[src/rtl/turn_controller_if.sv]
// Move-request bus between the board keys / grid register and turn_controller.
// The slave side is the controller; the master side is the board and datapath.
interface turn_controller_if;
    logic        confirm_n;
    logic [3:0]  address;
    logic [17:0] grid;
    logic        end_signal;
    logic        ld;
    logic [3:0]  wr_addr;
    logic [1:0]  value;
    logic [1:0]  player;
    logic        reject;
    logic        timeout;
    logic [3:0]  move_count;
    logic        done;

    modport slave (
        input  confirm_n, address, grid, end_signal,
        output ld, wr_addr, value, player, reject, timeout, move_count, done
    );

    modport master (
        output confirm_n, address, grid, end_signal,
        input  ld, wr_addr, value, player, reject, timeout, move_count, done
    );
endinterface

[src/rtl/turn_controller.sv]
// Tic-tac-toe turn sequencer: debounced confirm press -> cell validation -> one
// write strobe per legal move, player alternation and inactivity forfeit.
module turn_controller #(
    parameter logic [31:0] TIMEOUT_CYCLES = 32'd500_000_000,
    parameter int          TIMER_W        = 32
) (
    input  logic              clk,
    input  logic              reset,
    turn_controller_if.slave  bus
);
    localparam logic [2:0] S_WAIT    = 3'd0;
    localparam logic [2:0] S_CHECK   = 3'd1;
    localparam logic [2:0] S_WRITE   = 3'd2;
    localparam logic [2:0] S_REJECT  = 3'd3;
    localparam logic [2:0] S_RELEASE = 3'd4;
    localparam logic [2:0] S_DONE    = 3'd5;

    localparam logic               TO_EN   = (TIMEOUT_CYCLES != 32'd0);
    localparam logic [TIMER_W-1:0] TO_LAST = TIMER_W'(TIMEOUT_CYCLES - 32'd1);

    logic [2:0]         r_state;
    logic               r_sync1;
    logic               r_sync2;
    logic               r_sync_prev;
    logic [3:0]         r_req_addr;
    logic [1:0]         r_player;
    logic [3:0]         r_move_count;
    logic [TIMER_W-1:0] r_timer;
    logic               r_timeout;

    logic               w_press_evt;
    logic               w_expire;
    logic [1:0]         w_cell;
    logic               w_illegal;
    logic [2:0]         w_next_state;

    assign w_press_evt = r_sync_prev & ~r_sync2;

    // A press on the expiry cycle, or game over, suppresses the forfeit.
    assign w_expire = TO_EN && (r_state == S_WAIT) && (r_timer == TO_LAST)
                      && !w_press_evt && !bus.end_signal;

    always_comb begin
        w_cell = 2'b00;
        case (r_req_addr)
            4'd0:    w_cell = bus.grid[17:16];
            4'd1:    w_cell = bus.grid[15:14];
            4'd2:    w_cell = bus.grid[13:12];
            4'd3:    w_cell = bus.grid[11:10];
            4'd4:    w_cell = bus.grid[9:8];
            4'd5:    w_cell = bus.grid[7:6];
            4'd6:    w_cell = bus.grid[5:4];
            4'd7:    w_cell = bus.grid[3:2];
            4'd8:    w_cell = bus.grid[1:0];
            default: w_cell = 2'b00;
        endcase
    end

    assign w_illegal = (r_req_addr > 4'd8) || (w_cell != 2'b00);

    always_comb begin
        w_next_state = r_state;
        case (r_state)
            S_WAIT: begin
                if (bus.end_signal)
                    w_next_state = S_DONE;
                else if (w_press_evt)
                    w_next_state = S_CHECK;
            end
            S_CHECK:   w_next_state = w_illegal ? S_REJECT : S_WRITE;
            S_WRITE:   w_next_state = S_RELEASE;
            S_REJECT:  w_next_state = S_RELEASE;
            S_RELEASE: begin
                if (bus.end_signal)
                    w_next_state = S_DONE;
                else if (r_sync2)
                    w_next_state = S_WAIT;
            end
            S_DONE:    w_next_state = S_DONE;
            default:   w_next_state = S_WAIT;
        endcase
    end

    always_ff @(posedge clk) begin
        if (reset) begin
            r_state      <= S_WAIT;
            r_sync1      <= 1'b1;
            r_sync2      <= 1'b1;
            r_sync_prev  <= 1'b1;
            r_req_addr   <= 4'd0;
            r_player     <= 2'd1;
            r_move_count <= 4'd0;
            r_timer      <= '0;
            r_timeout    <= 1'b0;
        end else begin
            r_sync1     <= bus.confirm_n;
            r_sync2     <= r_sync1;
            r_sync_prev <= r_sync2;
            r_state     <= w_next_state;
            r_timeout   <= w_expire;

            if ((r_state == S_WAIT) && (w_next_state == S_CHECK))
                r_req_addr <= bus.address;

            if ((r_state == S_WRITE) || w_expire)
                r_player <= (r_player == 2'd1) ? 2'd2 : 2'd1;

            if ((r_state == S_WRITE) && (r_move_count < 4'd9))
                r_move_count <= r_move_count + 4'd1;

            // Timer only runs while idling in WAIT; it reads 0 on every WAIT entry.
            if (TO_EN && (r_state == S_WAIT) && (w_next_state == S_WAIT) && !w_expire)
                r_timer <= r_timer + TIMER_W'(1);
            else
                r_timer <= '0;
        end
    end

    assign bus.ld         = (r_state == S_WRITE);
    assign bus.reject     = (r_state == S_REJECT);
    assign bus.done       = (r_state == S_DONE);
    assign bus.timeout    = r_timeout;
    assign bus.wr_addr    = r_req_addr;
    assign bus.value      = r_player;
    assign bus.player     = r_player;
    assign bus.move_count = r_move_count;
endmodule

[src/flat_wrapper.sv]
// flat-port wrapper written by rule: the top's interface ports become plain ports
module turn_controller_flat 
#(
    parameter logic [31:0] TIMEOUT_CYCLES = 32'd500_000_000,
    parameter int          TIMER_W        = 32
)
  (clk, reset, bus_confirm_n, bus_address, bus_grid, bus_end_signal, bus_ld, bus_wr_addr, bus_value, bus_player, bus_reject, bus_timeout, bus_move_count, bus_done);
  turn_controller_if bus_i ();
  input  logic clk;
  input  logic reset;
  input wire logic [$bits(bus_i.confirm_n)-1:0] bus_confirm_n;
  input wire logic [$bits(bus_i.address)-1:0] bus_address;
  input wire logic [$bits(bus_i.grid)-1:0] bus_grid;
  input wire logic [$bits(bus_i.end_signal)-1:0] bus_end_signal;
  output wire logic [$bits(bus_i.ld)-1:0] bus_ld;
  output wire logic [$bits(bus_i.wr_addr)-1:0] bus_wr_addr;
  output wire logic [$bits(bus_i.value)-1:0] bus_value;
  output wire logic [$bits(bus_i.player)-1:0] bus_player;
  output wire logic [$bits(bus_i.reject)-1:0] bus_reject;
  output wire logic [$bits(bus_i.timeout)-1:0] bus_timeout;
  output wire logic [$bits(bus_i.move_count)-1:0] bus_move_count;
  output wire logic [$bits(bus_i.done)-1:0] bus_done;
  assign bus_i.confirm_n = bus_confirm_n;
  assign bus_i.address = bus_address;
  assign bus_i.grid = bus_grid;
  assign bus_i.end_signal = bus_end_signal;
  assign bus_ld = bus_i.ld;
  assign bus_wr_addr = bus_i.wr_addr;
  assign bus_value = bus_i.value;
  assign bus_player = bus_i.player;
  assign bus_reject = bus_i.reject;
  assign bus_timeout = bus_i.timeout;
  assign bus_move_count = bus_i.move_count;
  assign bus_done = bus_i.done;
  turn_controller #(.TIMEOUT_CYCLES(TIMEOUT_CYCLES), .TIMER_W(TIMER_W)) u_core (.clk(clk), .reset(reset), .bus(bus_i));
endmodule
[config.mk]
export PLATFORM = sky130hd
export DESIGN_NAME = turn_controller_flat
export DESIGN_NICKNAME = d
export VERILOG_FILES = /design/src/rtl/turn_controller_if.sv /design/src/rtl/turn_controller.sv /design/src/flat_wrapper.sv
export SDC_FILE = /design/constraint.sdc
export NUM_CORES = 1
export LEC_CHECK = 0
export ABC_AREA = 1
export ABC_CLOCK_PERIOD_IN_PS = 1520
export CAP_MARGIN = 20
export CORE_MARGIN = 4
export CORE_UTILIZATION = 49
export DETAILED_ROUTE_END_ITERATION = 10
export HOLD_SLACK_MARGIN = 0.1
export PLACE_DENSITY = 0.76
export SLEW_MARGIN = 20
export SYNTH_ARGS = -nofsm -noshare
export SYNTH_HDL_FRONTEND = slang
export SYNTH_SLANG_ARGS = --single-unit
[constraint.sdc]
create_clock -name clk -period 1.52 [get_ports clk]
set_clock_uncertainty 0.1 [all_clocks]
set_input_delay 0.304 -clock clk [delete_from_list [all_inputs] [get_ports clk]]
set_output_delay 0.304 -clock clk [all_outputs]
set_load 0.01 [all_outputs]
# After elaboration in Yosys (flattened, before gate mapping)
# Index checks and enable logic that the tools add are counted.
# word_totals
in_bits	26
regBits	49
out_inout_bits	16
elab_cells	58
# classes
reduce_logical	18
n_eq_ne	16
muxes	8
magnitude_cmp	2
add_sub_neg	2
n_bitwise	3
# op_table
operator	n
32-bit by 1-bit adder with 32-bit output (second input constant)	1
32-bit by 29-bit equality test with 1-bit output (second input constant)	1
2-bit one-hot mux with 9 select lines	1
4-bit by 3-bit equality test with 1-bit output (second input constant)	4
3-bit one-hot mux with 5 select lines	1
3-bit 2-to-1 mux	4
4-bit by 2-bit equality test with 1-bit output (second input constant)	2
1-bit logical AND	7
3-bit by 1-bit equality test with 1-bit output (second input constant)	2
3-bit by 2-bit equality test with 1-bit output (second input constant)	2
3-bit equality test (second input constant)	2
3-bit zero test	2
4-bit by 1-bit adder with 4-bit output (second input constant)	1
4-bit by 1-bit equality test with 1-bit output (second input constant)	1
4-bit equality test (second input constant)	1
4-bit > comparator (second input constant)	1
4-bit zero test	1
4-bit less-than comparator (second input constant)	1
2-bit OR reduction	2
1-bit zero test	3
2-bit by 1-bit equality test with 1-bit output (second input constant)	1
1-bit logical OR	2
2-bit 2-to-1 mux	1
1-bit NOT	2
other kinds (3)	3

# Logic depth before layout (Yosys ltp)
# Gate-level depths: netlist (run 1).
# depth
ltp_word	11
ltp_mapped	12
ltp_nobuf	11

# Worst setup path after synthesis (run 1)
# No wires, ideal clock.
# synth_path
path_kind	register -> register
startpoint	register u_core.r_timer[0]
endpoint	register u_core.r_timer[15]
t_arrival_ps	1462
path_slack_ps	-158
path_buffers	1
setup_ps	117
stages_incl_launch_ff	12
t_required_ps	1303
period_less_slack_ps	1678
cell_sequence	dfxtp_1 ha_1 nand2_1 nor2_4 nand2_2 nor2_2 nand2_1 nor2_1 nor2_1 nand3_2 buf_6 nor2_2
# synth_via
elab_chain_cells	8
word_cells_on_any_way	9
classes_between	add/sub: 1; eq/ne: 1; bitwise: 1; reduce/logical: 6
# synth_lines
element	line_no	text
start, declared	turn_controller.sv:28	logic [TIMER_W-1:0] r_timer;
start signal, assigned	turn_controller.sv:113	r_timer <= r_timer + TIMER_W'(1);
parallel branches: the longest is 8 deep, another holds 32-bit by 1-bit adder with 32-bit output	n/a	
# Parallel ways; which one is timed is not known.
# A chain may end at the register's enable or synchronous reset.

# Worst setup path after layout (run 1)
# layout_path
startpoint	register u_core.r_state[1]
endpoint	register u_core.r_timer[27]
# layout_via
elab_chain_cells	8
word_cells_on_any_way	21
classes_between	eq/ne: 5; mux: 5; bitwise: 1; reduce/logical: 10
# layout_lines
element	line_no	text
start, declared	turn_controller.sv:21	logic [2:0] r_state;
start signal, assigned	turn_controller.sv:99	r_state <= w_next_state;
3-bit by 2-bit equality test with 1-bit output, or another cell as far along	turn_controller.sv:63	case (r_state)
2-bit OR reduction (no line), or another cell as far along	n/a	
3-bit one-hot mux with 5 select lines / 1-bit logical AND (equally long branches)	turn_controller.sv:63, turn_controller.sv:41	
3-bit zero test / 1-bit logical AND (equally long branches)	turn_controller.sv:112, turn_controller.sv:41	
1-bit logical AND / 1-bit zero test (equally long branches)	turn_controller.sv:112	if (TO_EN && (r_state == S_WAIT) && (w_next_state == S_WAIT) && !w_expire)
1-bit logical AND (*)	turn_controller.sv:112	
1-bit NOT (no line) (*)	n/a	
2-bit OR reduction (no line) (*)	n/a	
# Every way passes the cells marked *; elsewhere a longest branch is shown, timed or not.

==> key figures, run 1 <==
Clock tree
  – Clock latency on the worst-skew pair: 310 ps
  – CTS root buf: clkbuf_8
  – CTS tree: done
  – H-Tree Depth: 2
  – Clock transition at path regs: 90 ps
  – # clock sinks: 49
  – Clk buf depth: 2
  – Cts bufs inserted: 5

Hold path
  – HP Class: register to register

Worst setup path
  – CP Capture Type: register
  – Slowest cell on crit path: dfxtp_4
  – Critical Path RT: 1680 ps
  – CP top delay family: simple AND/OR/NAND/NOR gates
  – Startpoint Class: register
  – CP max stage delay: 390 ps
  – Crit path cell chain: inv_4, buf_4, nand2_2, a21oi_2, nor3_4, nand2_1, nor2_2, nand3_4, buf_12, clkbuf_16, nor2_4
  – Max FO, Critical Path: 6
  – Buffers & Inverters on Critical Path: 4
  – CP Data Arrival Time: 1850 ps
  – Path type of the worst setup path: register to register

Placed design
  – Place WS: -469 ps
  – # port buffers: 41
  – Placed insts: between 600 and 700
  – Dpl cell area: 4030 um^2
  – Placer Congestion: 0.977
  – DP HPWL: 6160 um

STA
  – Fin crit share: 111%
  – Max Fclk: 0.592 GHz
  – Setup Total Neg Slack: -4680 ps
  – RSZ-0062 raised after global routing: true
  – Hold slack final: about 330 ps
  – Slew Viols, Final: 0
  – Slew margin rel.: 77.9%
  – Setup violators final: 35
  – Final setup margin: -171 ps
  – Final min period: 1690 ps
  – Final Hold Vio Count: 0
  – Slew @ Worst Pin: around 330 ps

Final layout
  – Final instance area: between 4000 and 5000 um^2
  – Antenna fix cells: 0
  – Nets: 607
  – Area taken by multi-input logic gates: about 1900 um^2
  – Most frequent cells in the layout: nand2_1 (102), buf_4 (72), inv_1 (69)
  – Post-route insts no fill: about 650
  – Post-layout util: just under 80%
  – Fillers: around 410
  – Share of post-route cells with drive strength above 1: 36.9%
  – FF/Latch Area: about 1000 um^2
  – Commonest non-fill, non-tap cell in the layout: nand2_1
  – Area growth from synthesis to layout: 53.7%

Synth
  – Ys Warns: 0
  – Post-synthesis sequential area ratio: 33.2%
  – Asr flop ratio synth: 0%
  – Synth Register Bits: 49
  – Synthesized cell area: 2960 um^2
  – Net Count, Synth: between 400 and 500
  – Mapped Cells: 450
  – EDFF count, synth: 0
  – Synth Area per Inst: between 6 and 7 um^2
  – Number of library cell types mapped by synthesis: 30
  – Prevailing post-synth register cell: dfxtp_1

Global route
  – First-pass GRT wire length: 14500 um
  – GRT busiest layer: met2
  – Initial antenna violation count: 0
  – GR Util met1: between 20% and 30%
  – GRT overflow: 0
  – Largest net degree at the start of global routing: 15
  – GR Util All Layers: 24.2%
  – Met3 Usage GRT: 4.61%
  – Met2 usage: around 45%
  – Vias in the first global route: 3384

Routing
  – Vias per cell: ~5
  – Final wirelength: 8760 um
  – Starting DRT DRC Count: about 220
  – DR pass1 iterations: 4
  – Vias: 3277
  – Final ANT Viol Nets: 0
  – Post-DR wirelength/cell: roughly 13 um
  – Number of remaining DRC errors: 0

Floorplanning
  – Die area: around 7300 um^2
  – Core area: 5890 um^2
  – Die Wd: 85.7 um
  – Top Ports: 42
  – Die Ht: 85.7 um
  – Row count: 28
  – Initial Util: 50.3%

Run status
  – Failing checks: negative setup slack
  – Run status: complete, but fails checks

Power
  – Worst vdd ir: a little under 800 uV
  – Pwr/cell area: about 750 nW/um^2
  – Final Total Pwr: 3.43 mW
  – Leak Pwr: approximately 1.9 nW

Flow run
  – MaxCap Viol Count: 0
[Yosys cell counts (7+ instances only)]
master	instances	share of area [%]
nand2_1	107	14
inv_1	72	9.1
nor2_1	64	8.1
dfxtp_1	49	33
nor2_2	32	6.8
nand3_1	28	4.7
xor2_1	12	3.6
nor3_1	10	1.7
a21oi_1	9	1.5
nand4_1	8	1.7
nor2_4	7	2.7
xnor2_1	7	2.1
[metal layers]
| layer | up-vias | wire length (um) |
|---|---|---|
| met5 | - | 0 |
| met4 | 0 | 285 |
| met3 | 28 | 505 |
| met2 | 99 | 4480 |
| met1 | 1520 | 3490 |
| li1 | 1630 | - |
[layout make-up]
class	instances	area share (%)
clock buffer	6	1.82
clock inverter	1	0.165
inverter	77	6.52
multi-input combinational	318	41.3
sequential	49	22.4
tap	75	2.06
timing repair buffer	127	25.8
[cells by family (layout without fill, tap and decap cells)]
kind of cell / after synthesis / in the layout / share of synthesized area, %
buffers and inverters: 83 / 211 / 11.5
flip-flops: 49 / 49 / 33.2
XOR/XNOR: 19 / 19 / 5.63
AND/OR/NAND/NOR: 275 / 275 / 44.5
AO/OA/AOI/OAI: 21 / 21 / 3.89
adder cells (fa/ha/maj): 3 / 3 / 1.27
[power by group]
part / switching, mW / internal [mW] / total (mW)
combinational: 0.571 / 0.583 / 1.15
sequential: 0.0755 / 1.36 / 1.44
clock: 0.475 / 0.361 / 0.836
[registers in the layout, summed over array words and instances, names as in the netlist]
signal,count
u_core.bus.wr_addr,4
u_core.bus.player,2
u_core.r_state,3
u_core.r_sync1,1
u_core.bus.timeout,1
u_core.r_sync2,1
u_core.bus.move_count,4
u_core.r_timer,32
u_core.r_sync_prev,1
[what timing repair did]
item	4_1_cts	5_1_grt
endpoints found under the hold margin	0	0
hold buffers	0	0
setup endpoints to repair	57	46
pin swaps	4	15
gates resized for setup	56	70
gates cloned	2	2
buffers inserted	8	2
[worst paths after layout]
kind                     startpoint                  to  slack [ps]  depth (start not counted)
setup / recovery  u_core.r_state[1]  u_core.r_timer[27]        -170                         11
hold / removal       u_core.r_sync1      u_core.r_sync2         330                          1
setup reg to reg  u_core.r_state[1]  u_core.r_timer[27]        -170                         11
hold reg to reg      u_core.r_sync1      u_core.r_sync2         330                          1
No activity file was read; power rests on OpenSTA's default activity.
==> inputs of run 2 (changes only) <==
--- a/config.mk
+++ b/config.mk
@@ -13,6 +13,7 @@
 export DETAILED_ROUTE_END_ITERATION = 10
 export HOLD_SLACK_MARGIN = 0.1
 export PLACE_DENSITY = 0.76
+export SKIP_LAST_GASP = 1
 export SLEW_MARGIN = 20
 export SYNTH_ARGS = -nofsm -noshare
 export SYNTH_HDL_FRONTEND = slang
==> run 2 against run 1 <==
The flow still finishes with violations (negative setup slack); clock power barely moved; non-clock buffer count up 4; sequential power about the same; count of clock-buffer cells in the layout is the same; worst setup slack got worse by 41 ps; routed wire length increased by 2.1%; hold slack got worse by 8.0 ps.
==> key figures, run 2 (same netlist as run 1, synthesis figures left out) <==
Run status
  – Run status: complete, but fails checks
  – Failing checks: negative setup slack

Clock tree
  – # clock sinks: 49 (unchanged)
  – CTS root buf: clkbuf_8
  – Clk buf depth: 2 (unchanged)
  – Hold Buf Count CTS: 0 (unchanged)
  – Clock latency on the worst-skew pair: 320 ps (about the same)
  – Cts bufs inserted: 5 (unchanged)
  – Clock transition at path regs: 90 ps (about the same)
  – CTS tree: done
  – H-Tree Depth: 2 (unchanged)

Routing
  – Vias per cell: 5.04 (+0.33%)
  – Final ANT Viol Nets: 0 (unchanged)
  – Starting DRT DRC Count: 205 (-4.7%)
  – Number of remaining DRC errors: 0 (unchanged)
  – Final wirelength: 8950 um (+2.1%)
  – Vias: 3308 (+0.95%)
  – Post-DR wirelength/cell: 13.6 um (+1.5%)
  – DR pass1 iterations: 4 (unchanged)

Worst setup path
  – Startpoint Class: register
  – Max FO, Critical Path: 6 (unchanged)
  – Crit path cell chain: inv_4, buf_4, nand2_2, a21oi_2, nor3_4, nand2_1, nor2_2, nand3_4, buf_12, clkbuf_16, nor2_4
  – Buffers & Inverters on Critical Path: 4 (unchanged)
  – CP max stage delay: 400 ps (about the same)
  – CP Data Arrival Time: 1890 ps (+40 ps)
  – CP Capture Type: register
  – Slowest cell on crit path: dfxtp_4
  – Path type of the worst setup path: register to register
  – CP top delay family: simple AND/OR/NAND/NOR gates
  – Critical Path RT: 1680 ps (about the same)

STA
  – Final Hold Vio Count: 0 (unchanged)
  – Slew @ Worst Pin: 307 ps (-23.5 ps)
  – Slew margin rel.: 79.5% (+1.6 points)
  – Setup violators final: 41 (+17%)
  – Final setup margin: -211 ps (-40.5 ps)
  – Max Fclk: 0.578 GHz (-2.3%)
  – Slew Viols, Final: 0 (unchanged)
  – RSZ-0062 raised after global routing: true
  – Final min period: 1730 ps (+40.5 ps)
  – Fin crit share: 114% (+2.7 points)

Power
  – Leak Pwr: 1.90 nW (+0.96%)
  – Worst vdd ir: 728 uV (-7.8%)
  – Pwr/cell area: 758 nW/um^2 (+0.58%)

Floorplanning
  – Row count: 28 (unchanged)
  – Die Wd: 85.7 um (unchanged)
  – Die area: 7340 um^2 (unchanged)
  – Core area: 5890 um^2 (unchanged)
  – Die Ht: 85.7 um (unchanged)
  – Top Ports: 42 (unchanged)
  – Initial Util: 50.3% (unchanged)

Final layout
  – Post-layout util: 77.8% (+0.51 points)
  – Post-route insts no fill: 657 (+0.61%)
  – Share of post-route cells with drive strength above 1: 37.1% (+0.26 points)
  – Max FFs per register: 32 (unchanged)
  – Fillers: 401 (-2.9%)
  – Most frequent cells in the layout: nand2_1 (101), buf_4 (74), inv_1 (69)
  – Nets: 611 (+0.66%)
  – Top reg by flops: u_core.r_timer
  – Area growth from synthesis to layout: 54.7%
  – Commonest non-fill, non-tap cell in the layout: nand2_1
  – Antenna fix cells: 0 (unchanged)

Global route
  – GRT overflow: 0 (unchanged)
  – Vias in the first global route: 3386 (+0.059%)
  – First-pass GRT wire length: 14600 um (about the same)
  – Largest net degree at the start of global routing: 15 (unchanged)
  – Initial antenna violation count: 0 (unchanged)
  – GR Util All Layers: 24.3% (about the same)

Placed design
  – DP HPWL: 6160 um (unchanged)
  – Placed insts: 636 (unchanged)
  – # port buffers: 41 (unchanged)
  – Placer Congestion: 0.977 (unchanged)

Hold path
  – HP Class: register to register

Flow run
  – MaxCap Viol Count: 0 (unchanged)
==> run 2: timing repair <==
action / 4_1_cts / 5_1_grt
gates cloned: 2 / 2
gates resized for setup: 53 / 73
setup endpoints to repair: 57 / 46
setup buffers: 8 / 6
pin swaps: 4 / 20
==> run 2: final timing paths <==
kind	from	endpoint	slack (ps)	cells after the start
max	u_core.r_state[1]	u_core.r_timer[27]	-210	11
min	u_core.r_sync1	u_core.r_sync2	320	1
max reg2reg	u_core.r_state[1]	u_core.r_timer[27]	-210	11
min reg2reg	u_core.r_sync1	u_core.r_sync2	320	1
==> run 2: final cells by class <==
type / instances / area [um^2] / share of cell area [%]
multi-input cells: 318 / 1880 / 41.0
repair buffers: 131 / 1210 / 26.4
flip-flops and latches: 49 / 1010 / 22.1
inverters: 77 / 299 / 6.53
well taps: 75 / 93.8 / 2.05
clock buffers: 6 / 82.6 / 1.80
clock inverters: 1 / 7.51 / 0.164
==> run 2: report_power, final <==
group,switching [mW],internal (mW)
Clock,0.476,0.361
Combinational,0.579,0.619
Sequential,0.0766,1.36
==> run 2: worst reg2reg max path, stage by stage (launching register included) <==
cell	delay, ps
dfxtp_4	400
inv_4	40
buf_4	130
nand2_2	70
a21oi_2	50
nor3_4	120
nand2_1	100
nor2_2	150
nand3_4	110
buf_12	150
clkbuf_16	160
nor2_4	90
==> run 2: stage by stage <==
step / hold WS (ps) / setup WS (ps) / setup TNS, ps / power [mW] / instance area, um^2
after CTS: 328 / -176 / -5680 / 3.22 / 4270
after global routing: 343 / -290 / -9760 / 3.61 / 4580
final: 323 / -211 / -6180 / 3.47 / 4580
after detailed placement: 303 / -469 / -16940 / 2.31 / 4030
after floorplan: 289 / -91.2 / -2580 / 1.89 / 2990
after global placement: 291 / -419 / -15230 / 2.29 / 4030
==> run 2: metal layers <==
metal	vias up	part of all wire [%]	GRT usage (%)
met3	27	5.8	4.71
li1	1640	-	-
met2	103	52	45.0
met5	-	0	0
met4	0	3.0	9.78
met1	1538	39	26.9
